## src/rtl/fp_add_arbiter.sv

```systemverilog
// Round-robin arbiter sharing one external combinational FP adder among N requesters.
// One operation in flight at a time; result returned on a valid/ready channel with the owner ID.
module fp_add_arbiter #(
  parameter int unsigned N       = 4,
  parameter int unsigned ADD_LAT = 1,
  parameter int unsigned IDW     = $clog2(N)
) (
  input  logic              i_clk,
  input  logic              i_rst,
  input  logic [N-1:0]      i_req_valid,
  output logic [N-1:0]      o_req_ready,
  input  logic [32*N-1:0]   i_req_a,
  input  logic [32*N-1:0]   i_req_b,
  output logic              o_rsp_valid,
  input  logic              i_rsp_ready,
  output logic [IDW-1:0]    o_rsp_id,
  output logic [31:0]       o_rsp_result,
  output logic              o_rsp_overflow,
  output logic              o_rsp_underflow,
  output logic [31:0]       o_add_a,
  output logic [31:0]       o_add_b,
  input  logic [31:0]       i_add_result,
  input  logic              i_add_overflow,
  input  logic              i_add_underflow
);

  localparam int unsigned CW = (ADD_LAT > 1) ? $clog2(ADD_LAT) : 1;

  typedef enum logic [1:0] {StIdle, StExec, StResp} state_e;

  state_e          r_state, w_state_nxt;
  logic [IDW-1:0]  r_rr_ptr, w_rr_ptr_nxt;
  logic [IDW-1:0]  r_gnt_id, w_gnt_id_nxt;
  logic [CW-1:0]   r_cnt, w_cnt_nxt;
  logic [31:0]     r_add_a, w_add_a_nxt;
  logic [31:0]     r_add_b, w_add_b_nxt;
  logic            r_rsp_valid, w_rsp_valid_nxt;
  logic [IDW-1:0]  r_rsp_id, w_rsp_id_nxt;
  logic [31:0]     r_rsp_result, w_rsp_result_nxt;
  logic            r_rsp_ovf, w_rsp_ovf_nxt;
  logic            r_rsp_unf, w_rsp_unf_nxt;

  logic            w_gnt_valid;
  logic [IDW-1:0]  w_gnt_id;
  logic [IDW-1:0]  w_idx;

  // First valid requester at or after the round-robin pointer, wrapping mod N.
  always_comb begin
    w_gnt_valid = 1'b0;
    w_gnt_id    = '0;
    w_idx       = '0;
    for (int k = 0; k < int'(N); k++) begin
      w_idx = IDW'((int'(r_rr_ptr) + k) % int'(N));
      if (!w_gnt_valid && i_req_valid[w_idx]) begin
        w_gnt_valid = 1'b1;
        w_gnt_id    = w_idx;
      end
    end
  end

  always_comb begin
    w_state_nxt      = r_state;
    w_rr_ptr_nxt     = r_rr_ptr;
    w_gnt_id_nxt     = r_gnt_id;
    w_cnt_nxt        = r_cnt;
    w_add_a_nxt      = r_add_a;
    w_add_b_nxt      = r_add_b;
    w_rsp_valid_nxt  = r_rsp_valid;
    w_rsp_id_nxt     = r_rsp_id;
    w_rsp_result_nxt = r_rsp_result;
    w_rsp_ovf_nxt    = r_rsp_ovf;
    w_rsp_unf_nxt    = r_rsp_unf;
    o_req_ready      = '0;
    unique case (r_state)
      StIdle: begin
        if (w_gnt_valid) begin
          o_req_ready[w_gnt_id] = 1'b1;
          w_add_a_nxt           = i_req_a[32*w_gnt_id +: 32];
          w_add_b_nxt           = i_req_b[32*w_gnt_id +: 32];
          w_gnt_id_nxt          = w_gnt_id;
          w_cnt_nxt             = CW'(ADD_LAT - 1);
          w_state_nxt           = StExec;
        end
      end
      StExec: begin
        if (r_cnt == '0) begin
          w_rsp_result_nxt = i_add_result;
          w_rsp_ovf_nxt    = i_add_overflow;
          w_rsp_unf_nxt    = i_add_underflow;
          w_rsp_id_nxt     = r_gnt_id;
          w_rsp_valid_nxt  = 1'b1;
          w_rr_ptr_nxt     = IDW'((int'(r_gnt_id) + 1) % int'(N));
          w_state_nxt      = StResp;
        end else begin
          w_cnt_nxt = r_cnt - CW'(1);
        end
      end
      StResp: begin
        if (i_rsp_ready) begin
          w_rsp_valid_nxt = 1'b0;
          w_state_nxt     = StIdle;
        end
      end
      default: w_state_nxt = StIdle;
    endcase
  end

  always_ff @(posedge i_clk or posedge i_rst) begin
    if (i_rst) begin
      r_state      <= StIdle;
      r_rr_ptr     <= '0;
      r_gnt_id     <= '0;
      r_cnt        <= '0;
      r_add_a      <= '0;
      r_add_b      <= '0;
      r_rsp_valid  <= 1'b0;
      r_rsp_id     <= '0;
      r_rsp_result <= '0;
      r_rsp_ovf    <= 1'b0;
      r_rsp_unf    <= 1'b0;
    end else begin
      r_state      <= w_state_nxt;
      r_rr_ptr     <= w_rr_ptr_nxt;
      r_gnt_id     <= w_gnt_id_nxt;
      r_cnt        <= w_cnt_nxt;
      r_add_a      <= w_add_a_nxt;
      r_add_b      <= w_add_b_nxt;
      r_rsp_valid  <= w_rsp_valid_nxt;
      r_rsp_id     <= w_rsp_id_nxt;
      r_rsp_result <= w_rsp_result_nxt;
      r_rsp_ovf    <= w_rsp_ovf_nxt;
      r_rsp_unf    <= w_rsp_unf_nxt;
    end
  end

  assign o_add_a         = r_add_a;
  assign o_add_b         = r_add_b;
  assign o_rsp_valid     = r_rsp_valid;
  assign o_rsp_id        = r_rsp_id;
  assign o_rsp_result    = r_rsp_result;
  assign o_rsp_overflow  = r_rsp_ovf;
  assign o_rsp_underflow = r_rsp_unf;

endmodule

```

## config.mk

```make
export PLATFORM = sky130hd
export DESIGN_NAME = fp_add_arbiter
export DESIGN_NICKNAME = d
export VERILOG_FILES = /design/src/rtl/fp_add_arbiter.sv
export SDC_FILE = /design/constraint.sdc
export NUM_CORES = 1
export LEC_CHECK = 0
export ABC_AREA = 1
export CAP_MARGIN = 20
export CORE_AREA = 2 2 157 159
export CTS_CLUSTER_SIZE = 10
export DETAILED_ROUTE_END_ITERATION = 8
export DIE_AREA = 0 0 159 161
export GPL_TIMING_DRIVEN = 0
export SLEW_MARGIN = 20
export SYNTH_ARGS = -nofsm -noshare
export SYNTH_HDL_FRONTEND = slang
export SYNTH_SLANG_ARGS = --single-unit
```

## constraint.sdc

```tcl
create_clock -name i_clk -period 5.09 [get_ports i_clk]
set_clock_uncertainty 0.15 [all_clocks]
set_input_delay 0.7635 -clock i_clk [delete_from_list [all_inputs] [get_ports i_clk]]
set_output_delay 0.7635 -clock i_clk [all_outputs]
set_load 0.005 [all_outputs]
```

==> results.md, run 1 <==
Clock network:
- Post-CTS timing repair inserted 0 buffers for setup.
- TritonCTS created 9 clock buffers.
- CTS placed an instance of sky130_fd_sc_hd__clkbuf_16 at the clock tree root.
- TritonCTS built the clock tree.
- Gates resized during post-CTS repair numbered 0.
- After clock tree synthesis, the clock-pin slew on the worst setup and hold paths is 0.09 ns.
- The maximum buffer depth of the clock tree is 2.
- CTS built an H-tree with a depth of 3.
- The count of clock tree sinks is 107.
- After clock tree synthesis, the flow added hold-fix buffers numbering 0.
- The source-to-sink clock delay at the later pin of the worst-skew pair is 0.37 ns.

Setup path:
- The biggest fanout along the worst timing path is 10.
- The cell class contributing the biggest share of worst-path delay is buffers and inverters.
- For the worst setup path, the data arrival time is 3.28 ns.
- The endpoint class of the critical path is a primary output.
- The required time at the worst-slack endpoint is between 4 and 5 ns.
- The critical path goes through clkdlybuf4s50_1 -> inv_1 -> nand2_1 -> nand3_1 -> nand2_2 -> nor2_4 -> nand3_2 -> nand2_1 -> inv_2 -> buf_2 -> nand2_1 -> a21oi_1 -> clkdlybuf4s50_1.
- In this run the register-to-register setup slack is 2.65 ns.
- The path type of the worst setup path is input port to primary output.
- The cell repeated most along the worst path is sky130_fd_sc_hd__nand2_1.
- Among all stages on the critical path, the largest delay is contributed by sky130_fd_sc_hd__clkdlybuf4s50_1.
- In this design, the stage delay of the slowest critical-path cell is 0.56 ns.
- The number of buffers and inverters on the critical path is 5.
- The worst setup path is launched from an input port.

Die:
- After floorplanning, the core was divided into 57 placement rows.
- The initial cell density of the core is 29.4%.
- The chip height is 161 um.
- In this run the count of I/O pins placed on the die edge is between 400 and 500.
- The core region is 24000 sq um.
- In this run the horizontal extent of the chip is 159 um.
- The die covers ~26000 sq um.

Yosys:
- The simple-gate share of the synthesized area is 52.9%.
- The post-synthesis compound-gate area fraction is 0.604%.
- In the synthesized netlist, the cells that appear most often are sky130_fd_sc_hd__nand2_1 (787), sky130_fd_sc_hd__nand3_1 (136), sky130_fd_sc_hd__dfrtp_1 (107), sky130_fd_sc_hd__buf_2 (30), sky130_fd_sc_hd__buf_6 (23).
- The largest family of logic cells by synthesized area is simple AND/OR/NAND/NOR gates.
- The leading area contributor after synthesis is sky130_fd_sc_hd__nand2_1.
- Synthesis produced about 1100 cells.
- The synthesized design contains 107 register bits.
- The xor and xnor fraction of the mapped netlist area is 0%.
- In the synthesized netlist, mux cells make up 0% of the area.
- For this run, the register share of the synthesized area comes to 38.0%.
- By area the synthesized netlist is led by sky130_fd_sc_hd__nand2_1 (42%), sky130_fd_sc_hd__dfrtp_1 (38%), sky130_fd_sc_hd__nand3_1 (9.7%), sky130_fd_sc_hd__buf_6 (3.7%), sky130_fd_sc_hd__buf_2 (2.1%).
- The arithmetic-cell share of the synthesized area counting full adders, half adders and majority gates is 0%.
- The number of nets handed over by synthesis was ~1400.
- The synthesized design contains 0 enable-type register cells.
- The Yosys step of the flow raised 0 warnings.
- The mean post-synth cell area is 6.13 sq um.
- The top flip-flop cell by instance count after synthesis is sky130_fd_sc_hd__dfrtp_1.
- The number of distinct library cells after synthesis is 20.
- The proportion of netlist area held by the largest area contributor is 41.9%.
- The dominant cell by count in the synthesized netlist is sky130_fd_sc_hd__nand2_1.
- The synthesized area is between 7000 and 8000 sq um.
- The fraction of registers with async set or reset after synthesis is 100%.

Placed design:
- Input and output buffers added on the ports amount to 401.
- The detailed-placement wirelength estimate is approximately 27000 um.
- The final RePlAce weighted congestion is 0.885.

Global routing:
- The initial antenna violation count came to 2.
- The first global-routing pass estimated 50700 um of wire.
- After global routing the overflow that remains totals 0.
- The via count of the first global-routing pass is 8549.
- In the global route stage, overall resource usage came out at 26.0%.
- The largest net degree at the start of global routing is 59.

Power and ir drop:
- Net switching is 52.0% of the power.
- Sequential cells account for 17.3% of the total power.
- The power density relative to cell area is 743 nW/um^2.
- The internal power of the cells is roughly 0.0042 W.
- The power spent charging and discharging nets is between 0.004 and 0.005 W.
- The largest vdd supply drop is 0.350 mV.
- The share of total power dissipated in combinational logic is between 70% and 80%.
- The clock group share of total power is roughly 8.5%.
- The leakage power of the design is roughly 6.1 nW.

Detailed routing:
- The count of nets left with antenna violations once routing finished came out at 0.
- The length of the first detailed-routing pass in iterations is 5.
- Detailed routing inserted a total of around 8600 vias.
- After detailed routing, the average wire length per cell comes to 17.8 um.
- The aggregate routed wire length is 33700 um.
- After detailed routing, the number of vias per cell comes to 4.56.
- The first routing iteration left 492 violations.
- The remaining design rule violation count is 0.

STA:
- The worst pin sits at a relative slew slack of 43.0%.
- The actual slew at the worst max-slew pin is 0.852 ns.
- Setup repair after global routing left no endpoint under its margin.
- Setup violations remaining at the end of the flow were counted as 0.
- The final total negative setup slack is 0 ns.
- The fmax is 0.239 GHz.
- The portion of the clock cycle consumed by the worst path in the final layout is 82.3%.
- The hold violation count in the final report was 0.
- The post-route minimum period is 4.19 ns.
- The max-slew violation count is 0.
- Hold timing on the final database bottoms out at a slack of 0.331 ns.

Finish:
- The final net count is 1859.
- Relative to the synthesized area, the layout overhead comes to 67.6%.
- The number of filler cells placed in the layout is ~2500.
- The area of all sequential standard cells is ~2700 sq um.
- Of the cells placed in the final design, the portion with a size suffix greater than 1 is 5.74%.
- In the final layout, the multi-input gates occupy 3770 sq um.

Outcome:
- The flow ran to the end, and the final reports show no timing, DRC or antenna violations.

Worst hold path:
- The path class of the tightest hold or removal check is register to register.

Job:
- The count of max-cap constraint violations is 0.
state kept, by name (all words and copies together), names as in the netlist:
name             cells
o_rsp_result        32
o_add_a             32
r_state              2
o_rsp_id             2
o_rsp_overflow       1
o_add_b             32
r_gnt_id             2
r_rr_ptr             2
o_rsp_underflow      1
o_rsp_valid          1
cell usage in the layout (no fill, tap or decap), types with 4 or more instances in the layout:
cell,synthesis,layout
sky130_fd_sc_hd__nand2_1,787,787
sky130_fd_sc_hd__clkdlybuf4s50_1,0,401
sky130_fd_sc_hd__nand3_1,136,136
sky130_fd_sc_hd__dfrtp_1,107,107
sky130_fd_sc_hd__buf_2,30,30
sky130_fd_sc_hd__buf_6,23,23
sky130_fd_sc_hd__clkbuf_1,16,16
sky130_fd_sc_hd__inv_1,13,12
sky130_fd_sc_hd__clkbuf_16,0,9
sky130_fd_sc_hd__buf_4,7,7
sky130_fd_sc_hd__nor2_1,6,6
sky130_fd_sc_hd__inv_2,5,5
sky130_fd_sc_hd__inv_6,0,4
cells by family (layout without fill, tap and decap cells):
logic type / Yosys count / in the layout
other cells: 0 / 2
flops: 107 / 107
compound gates: 8 / 8
simple gates: 938 / 938
buf+inv: 96 / 514
area by class of cell:
type	count	area share [%]
Timing Repair Buffer	402	34.2
Clock buffer	9	1.91
Clock inverter	7	0.710
Antenna cell	2	0.0424
Multi-Input combinational cell	946	31.9
Inverter	18	0.614
Sequential cell	107	22.7
Buffer	78	4.48
Tap cell	324	3.43
per-stage QoR:
step | setup slack [ns] | utilization, % | std cells | cell area, sq um | power [W]
final | 0.900 | 49.3 | 1893 | 11800 | 0.00878
after global routing | 0.736 | 49.3 | 1892 | 11800 | 0.00966
after CTS | 0.938 | 49.3 | 1891 | 11800 | 0.00890
after detailed placement | 0.957 | 48.0 | 1875 | 11500 | 0.00813
after global placement | -0.616 | 47.8 | 1874 | 11500 | 0.00807
after floorplan | 1.36 | - | 1149 | 7050 | 0.00551
layer usage:
layer / GRT usage [%] / wire length [um] / vias up
met2: 46.6 / 16700 / 352
met3: 8.86 / 2860 / 37
li1: - / - / 4360
met5: 0 / 0 / -
met1: 29.5 / 13400 / 3888
met4: 6.94 / 706 / 0
worst paths after layout:
path                                  start                to  depth (start not counted)
max                          i_req_valid[1]    o_req_ready[3]                         13
min reg2reg                o_rsp_result[14]  o_rsp_result[14]                          2
max in group asynchronous             i_rst       o_add_a[14]                          3
min                        o_rsp_result[14]  o_rsp_result[14]                          2
min in group asynchronous             i_rst  o_rsp_result[20]                          2
max reg2reg                     r_rr_ptr[0]       o_add_b[29]                         16
worst reg2reg max path: stages (launching register included):
cell and delay [ns]:
sky130_fd_sc_hd__dfrtp_1 0.39, sky130_fd_sc_hd__inv_2 0.07, sky130_fd_sc_hd__buf_6 0.13, sky130_fd_sc_hd__nand2_1 0.06, sky130_fd_sc_hd__nand2_1 0.12, sky130_fd_sc_hd__nand2_1 0.07
sky130_fd_sc_hd__nand2_1 0.10, sky130_fd_sc_hd__nor2_4 0.05, sky130_fd_sc_hd__nand3_2 0.08, sky130_fd_sc_hd__buf_2 0.26, sky130_fd_sc_hd__buf_2 0.35, sky130_fd_sc_hd__nand3_1 0.12
sky130_fd_sc_hd__nand2_1 0.12, sky130_fd_sc_hd__nand2_1 0.07, sky130_fd_sc_hd__nand2_1 0.10, sky130_fd_sc_hd__nand2_1 0.06, sky130_fd_sc_hd__nand2_1 0.08
power by group through the flow:
stage	sequential [W]	clock (W)	combinational [W]
after floorplan	0.00152	0	0.00399
after global placement	0.00152	0	0.00655
after global routing	0.00155	0.000795	0.00731
final	0.00151	0.000746	0.00652
after CTS	0.00152	0.000768	0.00662
after detailed placement	0.00153	0	0.00660
No activity file was read; power rests on OpenSTA's default activity.
==> inputs of run 2 (changes only) <==
- CORE_AREA: 2 2 157 159 -> 2 2 154 156
- DIE_AREA: 0 0 159 161 -> 0 0 156 158
- PLACE_DENSITY: unset -> 0.69
- clock period: 5.09 -> 3.5 ns (I/O delays scaled with it)
==> run 2 against run 1 <==
Effect of this change:
- sequential share of layout area down 0.067 points
- cell area increased by 0.30%
- count of clock-buffer cells in the layout up 2
- total power increased by 47%
- combinational power up 48%
- flip-flop and latch count unchanged
- via count up 1.2%
- die area down 3.7%
- critical path type unchanged
- sequential power grew 46%
- clock power increased by 45%
- largest power group unchanged
- register-to-register slack lost 1.7 ns
==> results.md, run 2 (synthesized netlist as in run 1, its figures left out) <==
Detailed routing:
- The average wire per standard cell came to 17.3 um (was 17.8 um).
- The remaining design rule violation count is 0 (unchanged).
- The aggregate routed wire length is 32100 um (was 33700 um).
- The detail-routed via count per cell is 4.70 (was 4.56).
- The post-detailed-route count of antenna-violating nets came to 0 (unchanged).
- The length of the first detailed-routing pass in iterations is 5 (unchanged).
- The violation count after the first detailed-route iteration is 517 (was 492).
- The total vias in the final route is 8743 (was 8637).

Die:
- The area of the die is 24600 sq um (was 25600 sq um).
- The initial cell density of the core is 30.6% (was 29.4%).
- The chip height is 158 um (was 161 um).
- The total core area came to 23100 sq um (was 24000 sq um).
- The horizontal die dimension is 156 um (was 159 um).
- The standard-cell row count was 56 (was 57).
- The number of placed I/O pins came to 402 (unchanged).

Finish:
- The post-route core utilization is 51.4% (was 49.3%).
- The number of antenna cells inserted is 0 (was 2).
- The leading cell type in the layout, fill and taps excluded is sky130_fd_sc_hd__nand2_1 (unchanged).
- Top library cells by usage in the layout, fill and taps aside: sky130_fd_sc_hd__nand2_1 (787), sky130_fd_sc_hd__clkdlybuf4s50_1 (399), sky130_fd_sc_hd__nand3_1 (136) (was sky130_fd_sc_hd__nand2_1 (787), sky130_fd_sc_hd__clkdlybuf4s50_1 (401), sky130_fd_sc_hd__nand3_1 (136)).
- The share of final-layout standard cells stronger than drive strength 1 was 5.98% (was 5.74%).
- The layout-stage area growth over the synthesis result is 68.1% (was 67.6%).
- The final net count came to 1864 (was 1859).

Clock network:
- The source-to-sink clock delay at the later pin of the worst-skew pair was 0.35 ns (was 0.37 ns).
- The number of H-tree branching levels is 3 (unchanged).
- The maximum buffer depth of the clock tree is 2 (unchanged).
- The root buffer cell is sky130_fd_sc_hd__clkbuf_16 (unchanged).
- The TritonCTS clock tree is built (unchanged).
- The clock edge transition at the registers on the reported setup and hold paths was 0.07 ns (was 0.09 ns).
- The number of clock buffers inserted by TritonCTS is 9 (unchanged).
- The count of clock tree sinks is 107 (unchanged).

Power and ir drop:
- The fraction of power consumed by sequential logic is 17.0% (was 17.3%).
- The power density relative to cell area is 1090 nW/um^2 (was 743 nW/um^2).
- The internal power of the cells is 0.00632 W (was 0.00421 W).
- The clock group share of total power is 8.3% (was 8.5%).
- The leakage power of the design is 6.15 nW (was 6.10 nW).
- The logic gate share of total power came to 74.6% (was 74.3%).
- The largest vdd supply drop is 0.644 mV (was 0.350 mV).
- The power spent charging and discharging nets is 0.00660 W (was 0.00457 W).
- The share of total power consumed by net switching came to 51.1% (was 52.0%).

Global routing:
- The sum of overflow across all layers after global routing is 0 (unchanged).
- The initial antenna violation count is 0 (was 2).
- The first-pass GRT wire length is 46900 um (was 50700 um).
- The largest net degree at the start of global routing is 62 (was 59).
- The via count of the first global-routing pass came to 8351 (was 8549).
- The global routing usage summed across all routing layers is 25.2% (was 26.0%).

STA:
- The max-slew violation count came to 0 (unchanged).
- The worst path setup slack after routing is 0.208 ns (was 0.900 ns).
- The portion of the clock cycle consumed by the worst path in the final layout is a little over nine tenths.
- The final total negative setup slack is 0 ns (unchanged).
- For this run, the top clock speed supported by timing is 0.304 GHz.
- The hold violation count in the final report was 0 (unchanged).
- The actual slew at the worst max-slew pin is 0.783 ns (was 0.852 ns).
- The post-route minimum period is 3.29 ns.
- The normalized max-slew margin is 47.6% (was 43.0%).
- The final-report setup violation count came to 0 (unchanged).
- Unrepaired setup endpoints after global routing: false (unchanged).

Job:
- The count of max-cap constraint violations is 0 (unchanged).

Placed design:
- The worst setup timing slack at the placement stage came to -0.171 ns (was 0.957 ns).
- The count of buffers from port buffering is 401 (unchanged).
- The detailed-placement wirelength estimate was 25300 um (was 26600 um).
- The final RePlAce weighted congestion is 0.882 (was 0.885).

Setup path:
- The kind of launch point of the worst setup path is an input port (unchanged).
- The launching point of the worst reg2reg path is r_rr_ptr[0] (unchanged).
- The timing startpoint of the critical path is i_req_valid[0] (was i_req_valid[1]).
- The endpoint class of the critical path is a primary output (unchanged).
- The data arrival time of the worst path is 2.62 ns (was 3.28 ns).
- The path type of the worst setup path was input port to primary output (unchanged).
- The end of the worst register-to-register path is o_add_a[3] (was o_add_b[29]).
- The biggest fanout along the worst timing path is 9 (was 10).
- The required time at the worst-slack endpoint came to 2.82 ns (was 4.18 ns).
- The cell count of the worst reg-to-reg path came to 16 (unchanged).
- The reg2reg setup slack is 1.00 ns (was 2.65 ns).

Worst hold path:
- The startpoint of the worst hold path is o_rsp_result[11] (was o_rsp_result[14]).
- The class of the worst hold path is register to register (unchanged).
- The number of stages on the worst hold path is 2 (unchanged).
- The worst-case hold path end point is o_rsp_result[11] (was o_rsp_result[14]).

Outcome:
- Result of the run: completed (unchanged).
run 2: changes by cell type in the layout (fill, tap and decap cells not counted), moves of 2 or more:
cell,previous run,this run
sky130_fd_sc_hd__buf_2,30,28
sky130_fd_sc_hd__buf_4,7,13
sky130_fd_sc_hd__clkdlybuf4s50_1,401,399
sky130_fd_sc_hd__clkinv_8,3,0
sky130_fd_sc_hd__diode_2,2,0
sky130_fd_sc_hd__nand3_2,3,0
sky130_fd_sc_hd__nand3_4,0,3
run 2: what timing repair did:
action,CTS,global route
hold buffers,0,0
endpoints found under the setup margin,4,3
endpoints found under the hold margin,0,0
pin swaps,0,1
resized for setup,2,11
buffers inserted,0,8
run 2: per-stage QoR:
step,instance area [sq um],hold slack [ns],power [W],std cells
final,11800,0.326,0.0129,1861
after global routing,11800,0.346,0.0142,1861
after CTS,11800,0.327,0.0129,1855
after detailed placement,11500,0.309,0.0118,1841
after global placement,11400,0.303,0.0117,1840
after floorplan,7050,0.300,0.00801,1149
run 2: power by group through the flow:
stage	Clock [W]	Sequential (W)	Combinational, W
final	0.00108	0.00220	0.00964
after global routing	0.00117	0.00227	0.0108
after CTS	0.00111	0.00220	0.00957
after detailed placement	0	0.00221	0.00954
after global placement	0	0.00221	0.00947
after floorplan	0	0.00221	0.00580
run 2: final cells by class:
class	count	area (sq um)
Inverter	18	77.6
Clock buffer	11	243
Fill cell	2322	11200
Tap cell	290	363
Sequential cell	107	2680
Multi-Input combinational cell	946	3800
Buffer	75	528
Clock inverter	4	56.3
Timing Repair Buffer	410	4100
run 2: critical path, cell delays in order:
cell and delay, ns:
sky130_fd_sc_hd__clkdlybuf4s50_1 0.48, sky130_fd_sc_hd__inv_1 0.06, sky130_fd_sc_hd__nand2_1 0.08, sky130_fd_sc_hd__nand3_1 0.07, sky130_fd_sc_hd__nand2_1 0.12, sky130_fd_sc_hd__inv_1 0.09, sky130_fd_sc_hd__nand3_4 0.11, sky130_fd_sc_hd__nand2_1 0.16
sky130_fd_sc_hd__clkinv_4 0.13, sky130_fd_sc_hd__nand2_1 0.10, sky130_fd_sc_hd__a21oi_1 0.14, sky130_fd_sc_hd__clkdlybuf4s50_1 0.56
run 2: layer usage:
layer  up-vias  wire length, um  GRT usage [%]
met1      3971            12600           28.8
li1       4355                -              -
met4         0             1140           9.74
met5         -                0              0
met3        57             2660           6.52
met2       360            15800           45.1
run 2: worst max-delay path by stage:
| stage | end | slack (ns) | depth (start not counted) |
|---|---|---|---|
| after floorplan | o_add_a[0] | 0.008 | 1 |
| after global routing | o_req_ready[1] | 0.02 | 13 |
| after CTS | o_req_ready[3] | 0.002 | 12 |
| after global placement | o_rsp_result[30] | -1.97 | 2 |
| final | o_req_ready[3] | 0.21 | 12 |
| after detailed placement | o_req_ready[0] | -0.17 | 13 |
==> inputs of run 3 (changes only) <==
- RECOVER_POWER: unset -> 25
==> run 3 against run 2 <==
Effect of this change:
- the run now ends with max-capacitance violations, max-slew violations left
- total power is essentially flat
- cell area is essentially flat
- combinational power is essentially flat
- count of clock-buffer cells in the layout is the same
- sequential power is essentially flat
- largest power group unchanged
- highest routed layer unchanged
- utilization is essentially flat
- clock power is essentially flat
- first-iteration DRC count is the same
==> results.md, run 3 (synthesized netlist as in run 1, its figures left out) <==
Outcome:
- Result of the run: finished with violations (was completed).
- The checks that failed: max-capacitance violations, max-slew violations.

STA:
- The final total negative setup slack was 0 ns (unchanged).
- The max-slew violation count is 47 (was 0).
- The actual slew at the worst max-slew pin is 2.00 ns (was 0.783 ns).
- The final-report setup violation count is 0 (unchanged).
- The worst path setup slack after routing is 0.208 ns (unchanged).
- Unrepaired setup endpoints after global routing: false (unchanged).
- The normalized max-slew margin came to -33.2% (was 47.6%).
- The portion of the clock cycle consumed by the worst path in the final layout is 94.1% (unchanged).
- The hold violation count in the final report came to 0 (unchanged).
- The post-route minimum period is 3.29 ns (unchanged).
- The fmax came to 0.304 GHz (unchanged).

Placed design:
- The final RePlAce weighted congestion is 0.882 (unchanged).
- The detailed-placement wirelength estimate is 25300 um (unchanged).
- The count of buffers from port buffering was 401 (unchanged).
- The worst setup timing slack at the placement stage is -0.171 ns (unchanged).

Finish:
- The layout-stage area growth over the synthesis result is 68.1% (about the same).
- Top library cells by usage in the layout, fill and taps aside: sky130_fd_sc_hd__nand2_1 (787), sky130_fd_sc_hd__clkdlybuf4s50_1 (398), sky130_fd_sc_hd__nand3_1 (136) (was sky130_fd_sc_hd__nand2_1 (787), sky130_fd_sc_hd__clkdlybuf4s50_1 (399), sky130_fd_sc_hd__nand3_1 (136)).
- The leading cell type in the layout, fill and taps excluded is sky130_fd_sc_hd__nand2_1 (unchanged).
- The number of filler cells placed in the layout is 2323 (was 2322).
- The number of antenna cells inserted is 0 (unchanged).
- The final net count was 1864 (unchanged).
- The share of final-layout standard cells stronger than drive strength 1 is 5.92% (was 5.98%).

Clock network:
- The maximum buffer depth of the clock tree is 2 (unchanged).
- The count of clock tree sinks is 107 (unchanged).
- The TritonCTS clock tree is built (unchanged).
- The root buffer cell is sky130_fd_sc_hd__clkbuf_16 (unchanged).
- The number of clock buffers inserted by TritonCTS is 9 (unchanged).
- The source-to-sink clock delay at the later pin of the worst-skew pair is 0.35 ns (about the same).
- The number of H-tree branching levels is 3 (unchanged).
- The cts-stage hold buffer count was 0 (unchanged).
- The clock edge transition at the registers on the reported setup and hold paths is 0.07 ns (about the same).

Detailed routing:
- The post-detailed-route count of antenna-violating nets is 0 (unchanged).
- The average wire per standard cell came to 17.3 um (about the same).
- The length of the first detailed-routing pass in iterations is 5 (unchanged).
- The remaining design rule violation count was 0 (unchanged).
- The total vias in the final route came to 8743 (unchanged).
- The violation count after the first detailed-route iteration is 517 (unchanged).
- The aggregate routed wire length came to 32100 um (about the same).
- The detail-routed via count per cell was 4.70 (unchanged).

Die:
- The total core area is 23100 sq um (unchanged).
- The horizontal die dimension is 156 um (unchanged).
- The number of placed I/O pins is 402 (unchanged).
- The initial cell density of the core is 30.6% (unchanged).
- The area of the die is 24600 sq um (unchanged).
- The standard-cell row count is 56 (unchanged).
- The chip height was 158 um (unchanged).

Setup path:
- The cell class contributing the biggest share of worst-path delay is buffers and inverters (unchanged).
- Critical-path cell list: clkdlybuf4s50_1 -> inv_1 -> nand2_1 -> nand3_1 -> nand2_1 -> inv_1 -> nand3_4 -> nand2_1 -> clkinv_4 -> nand2_1 -> a21oi_1 -> clkdlybuf4s50_1 (unchanged).
- The endpoint class of the critical path is a primary output (unchanged).
- The worst path buffer plus inverter count is 5 (unchanged).
- The maximum single-stage delay on the critical path is 0.56 ns (about the same).
- The cell repeated most along the worst path was sky130_fd_sc_hd__nand2_1 (unchanged).
- The path type of the worst setup path is input port to primary output (unchanged).
- The kind of launch point of the worst setup path is an input port (unchanged).
- The biggest fanout along the worst timing path is 9 (unchanged).
- The standard cell with the maximum stage delay on the critical path was sky130_fd_sc_hd__clkdlybuf4s50_1 (unchanged).
- The data arrival time of the worst path was 2.62 ns (about the same).
- The required time at the worst-slack endpoint came to 2.82 ns (about the same).

Global routing:
- The via count of the first global-routing pass is 8351 (unchanged).
- The global routing usage summed across all routing layers is 25.2% (unchanged).
- The initial antenna violation count came to 0 (unchanged).
- The largest net degree at the start of global routing came to 62 (unchanged).
- The first-pass GRT wire length is 46900 um (unchanged).
- The sum of overflow across all layers after global routing came to 0 (unchanged).

Power and ir drop:
- The largest vdd supply drop is 0.644 mV (unchanged).
- The leakage power of the design came to 6.16 nW (was 6.15 nW).
- The power density relative to cell area is 1090 nW/um^2 (about the same).

Worst hold path:
- The class of the worst hold path is register to register (unchanged).

Job:
- The count of max-cap constraint violations is 1 (was 0).
## run 3: metrics by stage
step / total power, W / hold WS (ns) / cell area (sq um) / instances / utilization (%)
after floorplan: 0.00801 / 0.300 / 7050 / 1149 / -
after global placement: 0.0117 / 0.303 / 11400 / 1840 / 49.5
after detailed placement: 0.0118 / 0.309 / 11500 / 1841 / 49.7
after CTS: 0.0129 / 0.327 / 11800 / 1855 / 51.0
after global routing: 0.0142 / 0.346 / 11800 / 1861 / 51.4
final: 0.0129 / 0.326 / 11800 / 1861 / 51.4
## run 3: tightest hold or removal path: cells and delay by family (launching register included)
kind | cells | cell delay (ns)
flops | 1 | 0.35
simple gates | 2 | 0.09
## run 3: area by class of cell
class	count	area [sq um]	share of cell area [%]
sequential	107	2680	22.6
clock inverter	4	56.3	0.475
clock buffer	11	243	2.05
timing repair buffer	410	4100	34.6
inverter	18	72.6	0.613
multi-input combinational	946	3800	32.1
buffer	75	528	4.46
tap	290	363	3.06
## run 3: worst paths after layout
| check | startpoint | end | slack (ns) | cells past startpoint |
|---|---|---|---|---|
| max | i_req_valid[0] | o_req_ready[3] | 0.21 | 12 |
| min | o_rsp_result[11] | o_rsp_result[11] | 0.33 | 2 |
| max reg2reg | r_rr_ptr[0] | o_add_a[3] | 1.00 | 16 |
| min reg2reg | o_rsp_result[11] | o_rsp_result[11] | 0.33 | 2 |
| max in group asynchronous | i_rst | o_add_b[31] | 0.89 | 2 |
| min in group asynchronous | i_rst | o_add_b[7] | 1.13 | 2 |
## run 3: routing by layer
layer / vias up / track usage, % / share of wire, %
met3: 57 / 6.52 / 8.3
met4: 0 / 9.74 / 3.6
met1: 3971 / 28.8 / 39
met5: - / 0 / 0
met2: 360 / 45.1 / 49
li1: 4355 / - / -
## run 3: report_power, final
group / switching (W) / total [W] / internal [W]
sequential: 0.000345 / 0.00220 / 0.00186
combinational: 0.00576 / 0.00964 / 0.00388
clock: 0.000495 / 0.00108 / 0.000580
## run 3: repair_timing
| item | in CTS | in global routing |
|---|---|---|
| setup buffers | 0 | 8 |
| gates resized for setup | 2 | 11 |
| pin swaps | 0 | 1 |
| setup endpoints to repair | 4 | 3 |
